[config.mk]
export PLATFORM = sky130hd
export DESIGN_NAME = ir_tx_encoder_flat
export DESIGN_NICKNAME = d
export VERILOG_FILES = /design/src/rtl/ir_tx_encoder_if.sv /design/src/rtl/ir_tx_encoder.sv /design/src/flat_wrapper.sv
export SDC_FILE = /design/constraint.sdc
export NUM_CORES = 1
export LEC_CHECK = 0
export CORE_UTILIZATION = 45
export DETAILED_ROUTE_END_ITERATION = 12
export DONT_BUFFER_PORTS = 1
export GPL_TIMING_DRIVEN = 0
export RECOVER_POWER = 100
export REMOVE_ABC_BUFFERS = 1
export SKIP_LAST_GASP = 1
export SYNTH_ARGS = -nofsm -noshare
export SYNTH_HDL_FRONTEND = slang
export SYNTH_SLANG_ARGS = --single-unit
[constraint.sdc]
create_clock -name PCLK -period 5.7 [get_ports PCLK]
set_input_delay 0.57 -clock PCLK [delete_from_list [all_inputs] [get_ports PCLK]]
set_output_delay 0.57 -clock PCLK [all_outputs]
set_load 0.005 [all_outputs]
[src/rtl/ir_tx_encoder_if.sv]
// Byte-enqueue bus between the APB IR peripheral and the IR transmit encoder.
// The peripheral drives MSG/ENQUEUE; the encoder reports BUF_FULL back.
interface ir_tx_encoder_if;
    logic [7:0] MSG;
    logic       ENQUEUE;
    logic       BUF_FULL;

    modport master (output MSG, output ENQUEUE, input BUF_FULL);
    modport slave  (input MSG, input ENQUEUE, output BUF_FULL);
endinterface

[src/rtl/ir_tx_encoder.sv]
// IR transmit encoder: small byte FIFO feeding a pulse-distance frame generator
// with carrier modulation, envelope output and status strobes.
module ir_tx_encoder #(
    parameter int unsigned FIFO_DEPTH    = 4,
    parameter int unsigned UNIT_CYCLES   = 56000,
    parameter int unsigned CARRIER_HALF  = 1316,
    parameter int unsigned START_MARK_U  = 16,
    parameter int unsigned START_SPACE_U = 8,
    parameter int unsigned ONE_SPACE_U   = 3,
    parameter int unsigned GAP_U         = 8
) (
    input  logic              PCLK,
    input  logic              PRESERN,
    ir_tx_encoder_if.slave    bus,
    output logic              IR_OUT,
    output logic              IR_ENV,
    output logic              BUSY,
    output logic              TX_DONE
);

    function automatic int unsigned max2(input int unsigned a, input int unsigned b);
        return (a > b) ? a : b;
    endfunction

    localparam int unsigned S_MARK_CYC  = START_MARK_U * UNIT_CYCLES;
    localparam int unsigned S_SPACE_CYC = START_SPACE_U * UNIT_CYCLES;
    localparam int unsigned ONE_CYC     = ONE_SPACE_U * UNIT_CYCLES;
    localparam int unsigned GAP_CYC     = GAP_U * UNIT_CYCLES;
    localparam int unsigned MAX_CYC     = max2(max2(S_MARK_CYC, S_SPACE_CYC),
                                               max2(max2(ONE_CYC, GAP_CYC), UNIT_CYCLES));
    localparam int TW   = $clog2(MAX_CYC + 1);
    localparam int CW   = (CARRIER_HALF > 1) ? $clog2(CARRIER_HALF) : 1;
    localparam int PW   = (FIFO_DEPTH > 1) ? $clog2(FIFO_DEPTH) : 1;
    localparam int CNTW = $clog2(FIFO_DEPTH + 1);

    typedef enum logic [2:0] {
        IDLE, S_MARK, S_SPACE, B_MARK, B_SPACE, STOP, GAP
    } state_t;

    state_t            state_reg, state_next;
    logic [TW-1:0]     timer_reg, timer_next;
    logic [7:0]        shift_reg, shift_next;
    logic [2:0]        bit_reg, bit_next;
    logic [CNTW-1:0]   count_reg, count_next;
    logic [PW-1:0]     wr_ptr_reg, rd_ptr_reg;
    logic [CW-1:0]     carrier_reg;
    logic              env_reg, out_reg, done_reg, busy_reg, full_reg;
    logic [7:0]        mem [FIFO_DEPTH];

    logic push, pop, frame_slot, mark_next, mark_entry, done_next, busy_next, full_next;

    function automatic logic is_mark(input state_t s);
        return (s == S_MARK) || (s == B_MARK) || (s == STOP);
    endfunction

    assign push = bus.ENQUEUE & ~full_reg;

    // The last GAP cycle makes the same pop decision as IDLE, so queued frames
    // are separated by exactly the gap and never start before it completes.
    assign frame_slot = (state_reg == IDLE) || ((state_reg == GAP) && (timer_reg == '0));

    always_comb begin
        state_next = state_reg;
        timer_next = timer_reg;
        shift_next = shift_reg;
        bit_next   = bit_reg;
        pop        = 1'b0;

        if ((state_reg != IDLE) && (timer_reg != '0)) begin
            timer_next = timer_reg - TW'(1);
        end else begin
            case (state_reg)
                S_MARK: begin
                    state_next = S_SPACE;
                    timer_next = TW'(S_SPACE_CYC - 1);
                end
                S_SPACE: begin
                    state_next = B_MARK;
                    timer_next = TW'(UNIT_CYCLES - 1);
                end
                B_MARK: begin
                    state_next = B_SPACE;
                    timer_next = shift_reg[0] ? TW'(ONE_CYC - 1) : TW'(UNIT_CYCLES - 1);
                end
                B_SPACE: begin
                    timer_next = TW'(UNIT_CYCLES - 1);
                    if (bit_reg == 3'd7) begin
                        state_next = STOP;
                    end else begin
                        state_next = B_MARK;
                        shift_next = shift_reg >> 1;
                        bit_next   = bit_reg + 3'd1;
                    end
                end
                STOP: begin
                    state_next = GAP;
                    timer_next = TW'(GAP_CYC - 1);
                end
                GAP:     state_next = IDLE;
                default: state_next = state_reg;
            endcase
        end

        if (frame_slot && (count_reg != '0)) begin
            pop        = 1'b1;
            shift_next = mem[rd_ptr_reg];
            bit_next   = 3'd0;
            state_next = S_MARK;
            timer_next = TW'(S_MARK_CYC - 1);
        end
    end

    always_comb begin
        count_next = count_reg;
        case ({push, pop})
            2'b10:   count_next = count_reg + CNTW'(1);
            2'b01:   count_next = count_reg - CNTW'(1);
            default: count_next = count_reg;
        endcase
    end

    // Registered outputs are decoded from the next state so they line up with it.
    assign mark_next  = is_mark(state_next);
    assign mark_entry = mark_next && !is_mark(state_reg);
    assign done_next  = (state_next == STOP) && (timer_next == '0);
    assign busy_next  = (state_next != IDLE) || (count_next != '0);
    assign full_next  = (count_next == CNTW'(FIFO_DEPTH));

    always_ff @(posedge PCLK or negedge PRESERN) begin
        if (!PRESERN) begin
            state_reg   <= IDLE;
            timer_reg   <= '0;
            shift_reg   <= '0;
            bit_reg     <= '0;
            count_reg   <= '0;
            wr_ptr_reg  <= '0;
            rd_ptr_reg  <= '0;
            carrier_reg <= '0;
            env_reg     <= 1'b0;
            out_reg     <= 1'b0;
            done_reg    <= 1'b0;
            busy_reg    <= 1'b0;
            full_reg    <= 1'b0;
        end else begin
            state_reg <= state_next;
            timer_reg <= timer_next;
            shift_reg <= shift_next;
            bit_reg   <= bit_next;
            count_reg <= count_next;
            if (push) wr_ptr_reg <= wr_ptr_reg + PW'(1);
            if (pop)  rd_ptr_reg <= rd_ptr_reg + PW'(1);
            env_reg  <= mark_next;
            done_reg <= done_next;
            busy_reg <= busy_next;
            full_reg <= full_next;

            // Carrier phase restarts on every mark entry so each mark begins high.
            if (!mark_next) begin
                out_reg     <= 1'b0;
                carrier_reg <= '0;
            end else if (mark_entry) begin
                out_reg     <= 1'b1;
                carrier_reg <= '0;
            end else if (carrier_reg == CW'(CARRIER_HALF - 1)) begin
                out_reg     <= ~out_reg;
                carrier_reg <= '0;
            end else begin
                carrier_reg <= carrier_reg + CW'(1);
            end
        end
    end

    always_ff @(posedge PCLK) begin
        if (push) mem[wr_ptr_reg] <= bus.MSG;
    end

    assign bus.BUF_FULL = full_reg;
    assign IR_OUT       = out_reg;
    assign IR_ENV       = env_reg;
    assign BUSY         = busy_reg;
    assign TX_DONE      = done_reg;

endmodule

[src/flat_wrapper.sv]
// flat-port wrapper written by rule: the top's interface ports become plain ports
module ir_tx_encoder_flat 
#(
    parameter int unsigned FIFO_DEPTH    = 4,
    parameter int unsigned UNIT_CYCLES   = 56000,
    parameter int unsigned CARRIER_HALF  = 1316,
    parameter int unsigned START_MARK_U  = 16,
    parameter int unsigned START_SPACE_U = 8,
    parameter int unsigned ONE_SPACE_U   = 3,
    parameter int unsigned GAP_U         = 8
)
  (PCLK, PRESERN, IR_OUT, IR_ENV, BUSY, TX_DONE, bus_MSG, bus_ENQUEUE, bus_BUF_FULL);
  ir_tx_encoder_if bus_i ();
  input  logic PCLK;
  input  logic PRESERN;
  output logic IR_OUT;
  output logic IR_ENV;
  output logic BUSY;
  output logic TX_DONE;
  input wire logic [$bits(bus_i.MSG)-1:0] bus_MSG;
  input wire logic [$bits(bus_i.ENQUEUE)-1:0] bus_ENQUEUE;
  output wire logic [$bits(bus_i.BUF_FULL)-1:0] bus_BUF_FULL;
  assign bus_i.MSG = bus_MSG;
  assign bus_i.ENQUEUE = bus_ENQUEUE;
  assign bus_BUF_FULL = bus_i.BUF_FULL;
  ir_tx_encoder #(.FIFO_DEPTH(FIFO_DEPTH), .UNIT_CYCLES(UNIT_CYCLES), .CARRIER_HALF(CARRIER_HALF), .START_MARK_U(START_MARK_U), .START_SPACE_U(START_SPACE_U), .ONE_SPACE_U(ONE_SPACE_U), .GAP_U(GAP_U)) u_core (.PCLK(PCLK), .PRESERN(PRESERN), .bus(bus_i), .IR_OUT(IR_OUT), .IR_ENV(IR_ENV), .BUSY(BUSY), .TX_DONE(TX_DONE));
endmodule
Word-level counts from Yosys, hierarchy flattened
Memory sizes are Yosys's and may differ from the RTL's. Index checks and enable logic that the tools add are counted.

Add/subtract/negate cells: 7. Eq/ne operators: 17. Multiplexer cells: 26. Bitwise operators: 3. Reduce and logical (&&, ||, !) cells: 24.

Operators with widths (count): $pmux W20 S3 (1); $logic_not A20 Y1 (2); $mux W20 (2); $mux W11 (3); $mux W8 (4); $mux W3 (7); $reduce_bool A20 Y1 (1); $sub A20 B1 Y20 const B (1); $eq A3 B3 Y1 const B (6); $mux W18 (1); $pmux W3 S6 (1); $reduce_bool A3 Y1 (4); $add A11 B1 Y11 const B (1); $eq A11 B11 Y1 const B (1); $eq A3 B2 Y1 const B (3); $add A3 B1 Y3 const B (2); $eq A3 B1 Y1 const B (2); $logic_or A1 B1 Y1 (6); $mux W1 (6); $pmux W3 S2 (1); $logic_and A1 B1 Y1 (5); $add A2 B1 Y2 const B (2); $ne A2 B2 Y1 const B (2); $reduce_or A2 Y1 (2); 10 further kinds (11).

Register bits after elaboration: 57. Memory bits (writable): 32. Bits of input ports: 11. Output and inout bits: 5. Word-level logic and storage cells: 91. Memories kept: 1.

Memory list: u_core.mem (depth 4, width 8, rd ports 1, clocked after memory_dff 0, wr ports 1, RTL line ir_tx_encoder.sv:48) `logic [7:0] mem [FIFO_DEPTH];`.

Depth between registers and ports, before layout
Word-level depth: 11. Gate-level depth with buffers: 18. Mapped depth without buffers: 15.

Worst setup path after synthesis
Ideal clock, no wire load.

Path kind: register to register. From: register u_core.timer_reg[0]. To: register u_core.busy_reg, in the netlist u_core.BUSY. Setup time: 0.139 ns. Data arrival time: 4.086 ns. Required time: 5.561 ns. Setup slack: 1.476 ns. Cell stages (with the launch flop): 19. Buffers on the path: 3. Clock period less this slack: 4.224 ns. Cell sequence: dfrtp_1 inv_1 ha_1 or4b_1 nor2_1 a21oi_1 clkbuf_1 clkbuf_1 nor2_1 clkbuf_1 ha_1 inv_1 fa_1 xor2_1 nor2_1 xnor2_1 inv_1 or3_1 or4_1.

Longest elaborated chain between the ends: 9. Elaborated cells on any way between the ends: 15. Classes of those cells: 2 x eq/ne; 4 x mux; 9 x reduce/logical.

RTL lines: start, declared (RTL line ir_tx_encoder.sv:41) `logic [TW-1:0] timer_reg, timer_next;`; start signal, assigned (RTL line ir_tx_encoder.sv:146) `timer_reg <= timer_next;`; $logic_not A20 Y1 * (RTL line ir_tx_encoder.sv:60) `assign frame_slot = (state_reg == IDLE) || ((state_reg == GAP) && (timer_reg == '0));`; $logic_and A1 B1 Y1 * (RTL line ir_tx_encoder.sv:60); $logic_or A1 B1 Y1 * (RTL line ir_tx_encoder.sv:60); $logic_and A1 B1 Y1 * (RTL line ir_tx_encoder.sv:104) `if (frame_slot && (count_reg != '0)) begin`; $mux W1 * (RTL line ir_tx_encoder.sv:104); net u_core.pop (RTL line ir_tx_encoder.sv:50) `logic push, pop, frame_slot, mark_next, mark_entry, done_next, busy_next, full_next;`; $eq A2 B1 Y1 / $eq A2 B2 Y1 (equally long branches) (RTL line ir_tx_encoder.sv:115) `case ({push, pop})`; $pmux W3 S2 * (RTL line ir_tx_encoder.sv:115); net u_core.count_next[2] (RTL line ir_tx_encoder.sv:44) `logic [CNTW-1:0] count_reg, count_next;`; $reduce_bool A3 Y1 * (RTL line ir_tx_encoder.sv:126) `assign busy_next = (state_next != IDLE) || (count_next != '0);`; $logic_or A1 B1 Y1 * (RTL line ir_tx_encoder.sv:126); net u_core.busy_next (RTL line ir_tx_encoder.sv:50); end signal, assigned (RTL line ir_tx_encoder.sv:154) `busy_reg <= busy_next;`; end, declared (RTL line ir_tx_encoder.sv:47) `logic env_reg, out_reg, done_reg, busy_reg, full_reg;`.

The timed path passes the listed nets; every way through them passes the cells marked *. A chain may end at the register's enable or synchronous reset.

Worst setup path in the final report
From: register u_core.timer_reg[0]. To: register u_core.busy_reg, in the netlist u_core.BUSY.

Longest elaborated chain between the ends: 9. Elaborated cells on any way between the ends: 15. Classes of those cells: 2 x eq/ne; 4 x mux; 9 x reduce/logical.

RTL lines (RTL line): $logic_not A20 Y1 * (ir_tx_encoder.sv:60); $logic_and A1 B1 Y1 * (ir_tx_encoder.sv:60); $logic_or A1 B1 Y1 * (ir_tx_encoder.sv:60); $logic_and A1 B1 Y1 * (ir_tx_encoder.sv:104); $mux W1 * (ir_tx_encoder.sv:104); $eq A2 B1 Y1 / $eq A2 B2 Y1 (equally long branches) (ir_tx_encoder.sv:115); $pmux W3 S2 * (ir_tx_encoder.sv:115); net u_core.count_next[2] (ir_tx_encoder.sv:44); $reduce_bool A3 Y1 * (ir_tx_encoder.sv:126); $logic_or A1 B1 Y1 * (ir_tx_encoder.sv:126); net u_core.busy_next (ir_tx_encoder.sv:50).

Marked as above.

==> flow_summary_export.csv <==
group,metric,value,unit
power_and_ir_drop,power.leakage,0.00181,uW
logic_synthesis,synth_top_area_frac,0.318,
power_and_ir_drop,p_int,1100,uW
power_and_ir_drop,sw_frac_of_total,0.328,
route,via_per_inst,5.77,
logic_synthesis,synth_compound_area_frac,0.121,
floorplan,core-area,9730,um2
timing,grt_setup_unrepaired,"no",
finish,area_delta_synth_final,6.58,%
timing,setup_tns,0,ns
critical_path,cp_cell_sequence,"inv_1 > ha_1 > or4b_1 > nor2_1 > a21oi_2 > nor2_2 > ha_1 > inv_1 > fa_1 > xor2_1 > nor2_1 > xnor2_1 > inv_1 > or3_1 > or4_1",
logic_synthesis,ys_ff_latch,89,
global_routing,grt_max_degree,58,
finish,drive_gt1_frac,0.0855,
logic_synthesis,synth.avg_cell_area,10.6,um2
critical_path,critPathRequiredTime,5.94,ns
timing,holdWs,0.281,ns
timing,period_share,0.843,
timing,hold_violations,0,
critical_path,worstSetupPathType,"flop to flop",
logic_synthesis,yosysWarnings,0,
logic_synthesis,synth_top_family_by_area,"simple AND/OR/NAND/NOR gates",
timing,min_period,4.80,ns
timing,final_max_slew_viol_count,76,
route,detail_route.iter0.violations,205,
critical_path,crit_arrival,5.05,ns
place,gp_congestion,0.865,
logic_synthesis,synth.yosys.seq_area_share,0.532,
clock_network,htreeDepth,3,
logic_synthesis,synth_cell_type_count,57,
clock_network,cts_root_buffer,"clkbuf_8",
place,dp_hpwl,6340,um
timing,fmax,0.208,GHz
global_routing,grt_pass1_vias,3144,
clock_network,clk_path_buf_depth,2,
timing,tightest_slew,3.06,ns
critical_path,cp_common_cell,"inv_1",
global_routing,grt_pass1_wl,15900,um
route,totalWireLength,9310,um
power_and_ir_drop,peakVddDrop,218,uV
critical_path,r2r-start,"u_core.timer_reg[0]",
logic_synthesis,synth_ff_type,"dfrtp_1",
clock_network,clock_sinks,89,
finish,final_common_cell,"dfrtp_1",
route,wl_per_cell,16.8,um
critical_path,max_stage_delay,0.72,ns
critical_path,crit_cells,15,
finish,fin_nets,437,
critical_path,cp_slowest_cell,"nor2_2",
global_routing,antenna_found_initial,0,
run_status,run_status,"finished, violations left",
route,drtAntennaViolNets,0,
logic_synthesis,synthAdderAreaFrac,0.0296,
route,dr.pass1.iters,4,
floorplan,rows,36,
timing,fin_worst_skew,0.0130,ns
logic_synthesis,synthCells,422,
finish,largest_reg_flops,32,
logic_synthesis,synth_edf_count,32,
route,vias,3196,
run_status,failed_checks,"capacitance limit, slew limit",
finish,antenna_cells,0,
clock_network,tritoncts,"yes",
global_routing,grtUsageTotal,0.203,
timing,relSlewSlack,-1.04,
place,place_area,4590,um2
critical_path,crit_fanout,22,
critical_path,crit_end,"u_core.BUSY",
floorplan,die_area,10400,um2
logic_synthesis,synth_top_cell_by_area,"dfrtp_1",
floorplan,initial_core_util,0.461,
logic_synthesis,synthSimpleGateAreaFrac,0.191,
critical_path,crit_buf_inv,3,
power_and_ir_drop,p_switching,535,uW
clock_network,clk_transition_reported_paths,0.10,ns
floorplan,die_x,102,um
clock_network,cts_buffers,9,
clock_network,cts_setup_buffers,0,
place,io_buffers,0,
global_routing,gr-total-overflow,0,
critical_path,cp-startpoint,"u_core.timer_reg[0]",
floorplan,die_y,102,um
critical_path,reg2reg_depth,15,
finish,design_area,4780,um2
logic_synthesis,synthXorXnorAreaFrac,0.0449,
power_and_ir_drop,power_frac_comb,0.178,
power_and_ir_drop,clock_power_share,0.267,
timing,setup_viol_count_final,0,
job,maxCapViolCount,2,
worst_hold_path,min_path_type,"input pin to flop",
critical_path,r2r-end,"u_core.BUSY",
clock_network,clk_latency,0.38,ns
route,drc,0,
critical_path,critPathTopFamily,"simple AND/OR/NAND/NOR gates",
critical_path,reg2reg_slack,0.90,ns
power_and_ir_drop,power_frac_seq,0.554,
logic_synthesis,synthTopCellsByArea,"dfrtp_1, edfxtp_1, mux4_2",
floorplan,io_pins,16,
critical_path,setup.worst_path.start_class,"flop",
critical_path,cp-end-kind,"flop",
logic_synthesis,synth_mux_area_frac,0.0535,
finish,final_cell_mix,"dfrtp_1, nand2_1, nor2_1, edfxtp_1, o21ai_0",
power_and_ir_drop,p_per_area,341,nW/um2
logic_synthesis,async_reset_ff_frac,0.640,
logic_synthesis,netlist_area,4490,um2
per-layer routing:
metal,vias up,global-route usage,wire [um]
met3,12,0.0417,483
met2,76,0.314,4240
li1,1536,-,-
met4,0,0.0879,146
met5,-,0,0
met1,1572,0.279,4440
final cells by class:
type	count	area (um2)
inverters	13	48.8
well taps	133	166
clock inverters	7	81.3
multi-input cells	301	1960
repair buffers	2	11.3
clock buffers	9	124
fillers	928	4950
flip-flops and latches	89	2390
synthesized netlist by cell type (3+ instances only):
cell / number
mux2i_1: 6
nand4b_1: 4
a31oi_1: 5
o21ai_0: 26
or3_1: 4
a21oi_1: 26
ha_1: 9
nand3_1: 15
nor3_1: 14
and2_1: 5
a22oi_1: 4
xnor2_1: 13
buf_1: 5
nor2_1: 38
inv_1: 13
or4_4: 4
edfxtp_1: 32
nor4_1: 9
nand4_1: 6
or4_1: 4
nand2b_1: 4
o22ai_1: 4
clkbuf_1: 11
mux4_2: 8
xor2_1: 10
dfrtp_1: 57
nor2b_1: 4
nand2_1: 43
o31ai_1: 3
and3_1: 5
metrics by stage:
step	worst slack, ns	total power [uW]	instances	util
after floorplan	1.28	1120	403	-
after global placement	0.212	1190	536	0.470
after detailed placement	0.440	1200	537	0.472
after CTS	0.397	1650	554	0.496
after global routing	0.481	1730	554	0.492
final	0.895	1630	554	0.492
worst register-to-register path, stage by stage (launching register included):
cell and delay, ns:
dfrtp_1 0.44, inv_1 0.08, ha_1 0.25, or4b_1 0.55, nor2_1 0.36, a21oi_2 0.34, nor2_2 0.72, ha_1 0.31
inv_1 0.06, fa_1 0.38, xor2_1 0.15, nor2_1 0.11, xnor2_1 0.15, inv_1 0.08, or3_1 0.31, or4_1 0.40
logic make-up after synthesis:
| kind of cell | Yosys count |
|---|---|
| adders and majority gates | 10 |
| AOI/OAI and AO/OA | 88 |
| and+or+nand+nor | 166 |
| muxes | 14 |
| DFF | 89 |
| buffers and inverters | 32 |
| xor gates and xnor gates | 23 |
power groups by stage:
stage / combinational [uW] / sequential [uW] / clock, uW
after floorplan: 229 / 886 / 0
after global placement: 278 / 911 / 0
after detailed placement: 285 / 917 / 0
after CTS: 299 / 904 / 448
after global routing: 335 / 923 / 475
final: 291 / 904 / 436
worst min path at each step:
stage          startpoint                   to  slack, ns  cells past startpoint
5_1_grt        bus_MSG[4]     u_core.mem[1][4]       0.26                      0
6_report       bus_MSG[4]     u_core.mem[3][4]       0.28                      0
3_3_place_gp      PRESERN  u_core.timer_reg[2]       0.28                      0
3_5_place_dp      PRESERN  u_core.timer_reg[4]       0.28                      0
2_1_floorplan     PRESERN          u_core.BUSY       0.27                      0
4_1_cts           PRESERN  u_core.timer_reg[4]       0.05                      1
timing repair:
item,CTS,global route
hold buffers,1,0
hold endpoints to repair,57,0
resized for setup,0,0
Power figures use the tool's default switching activity.
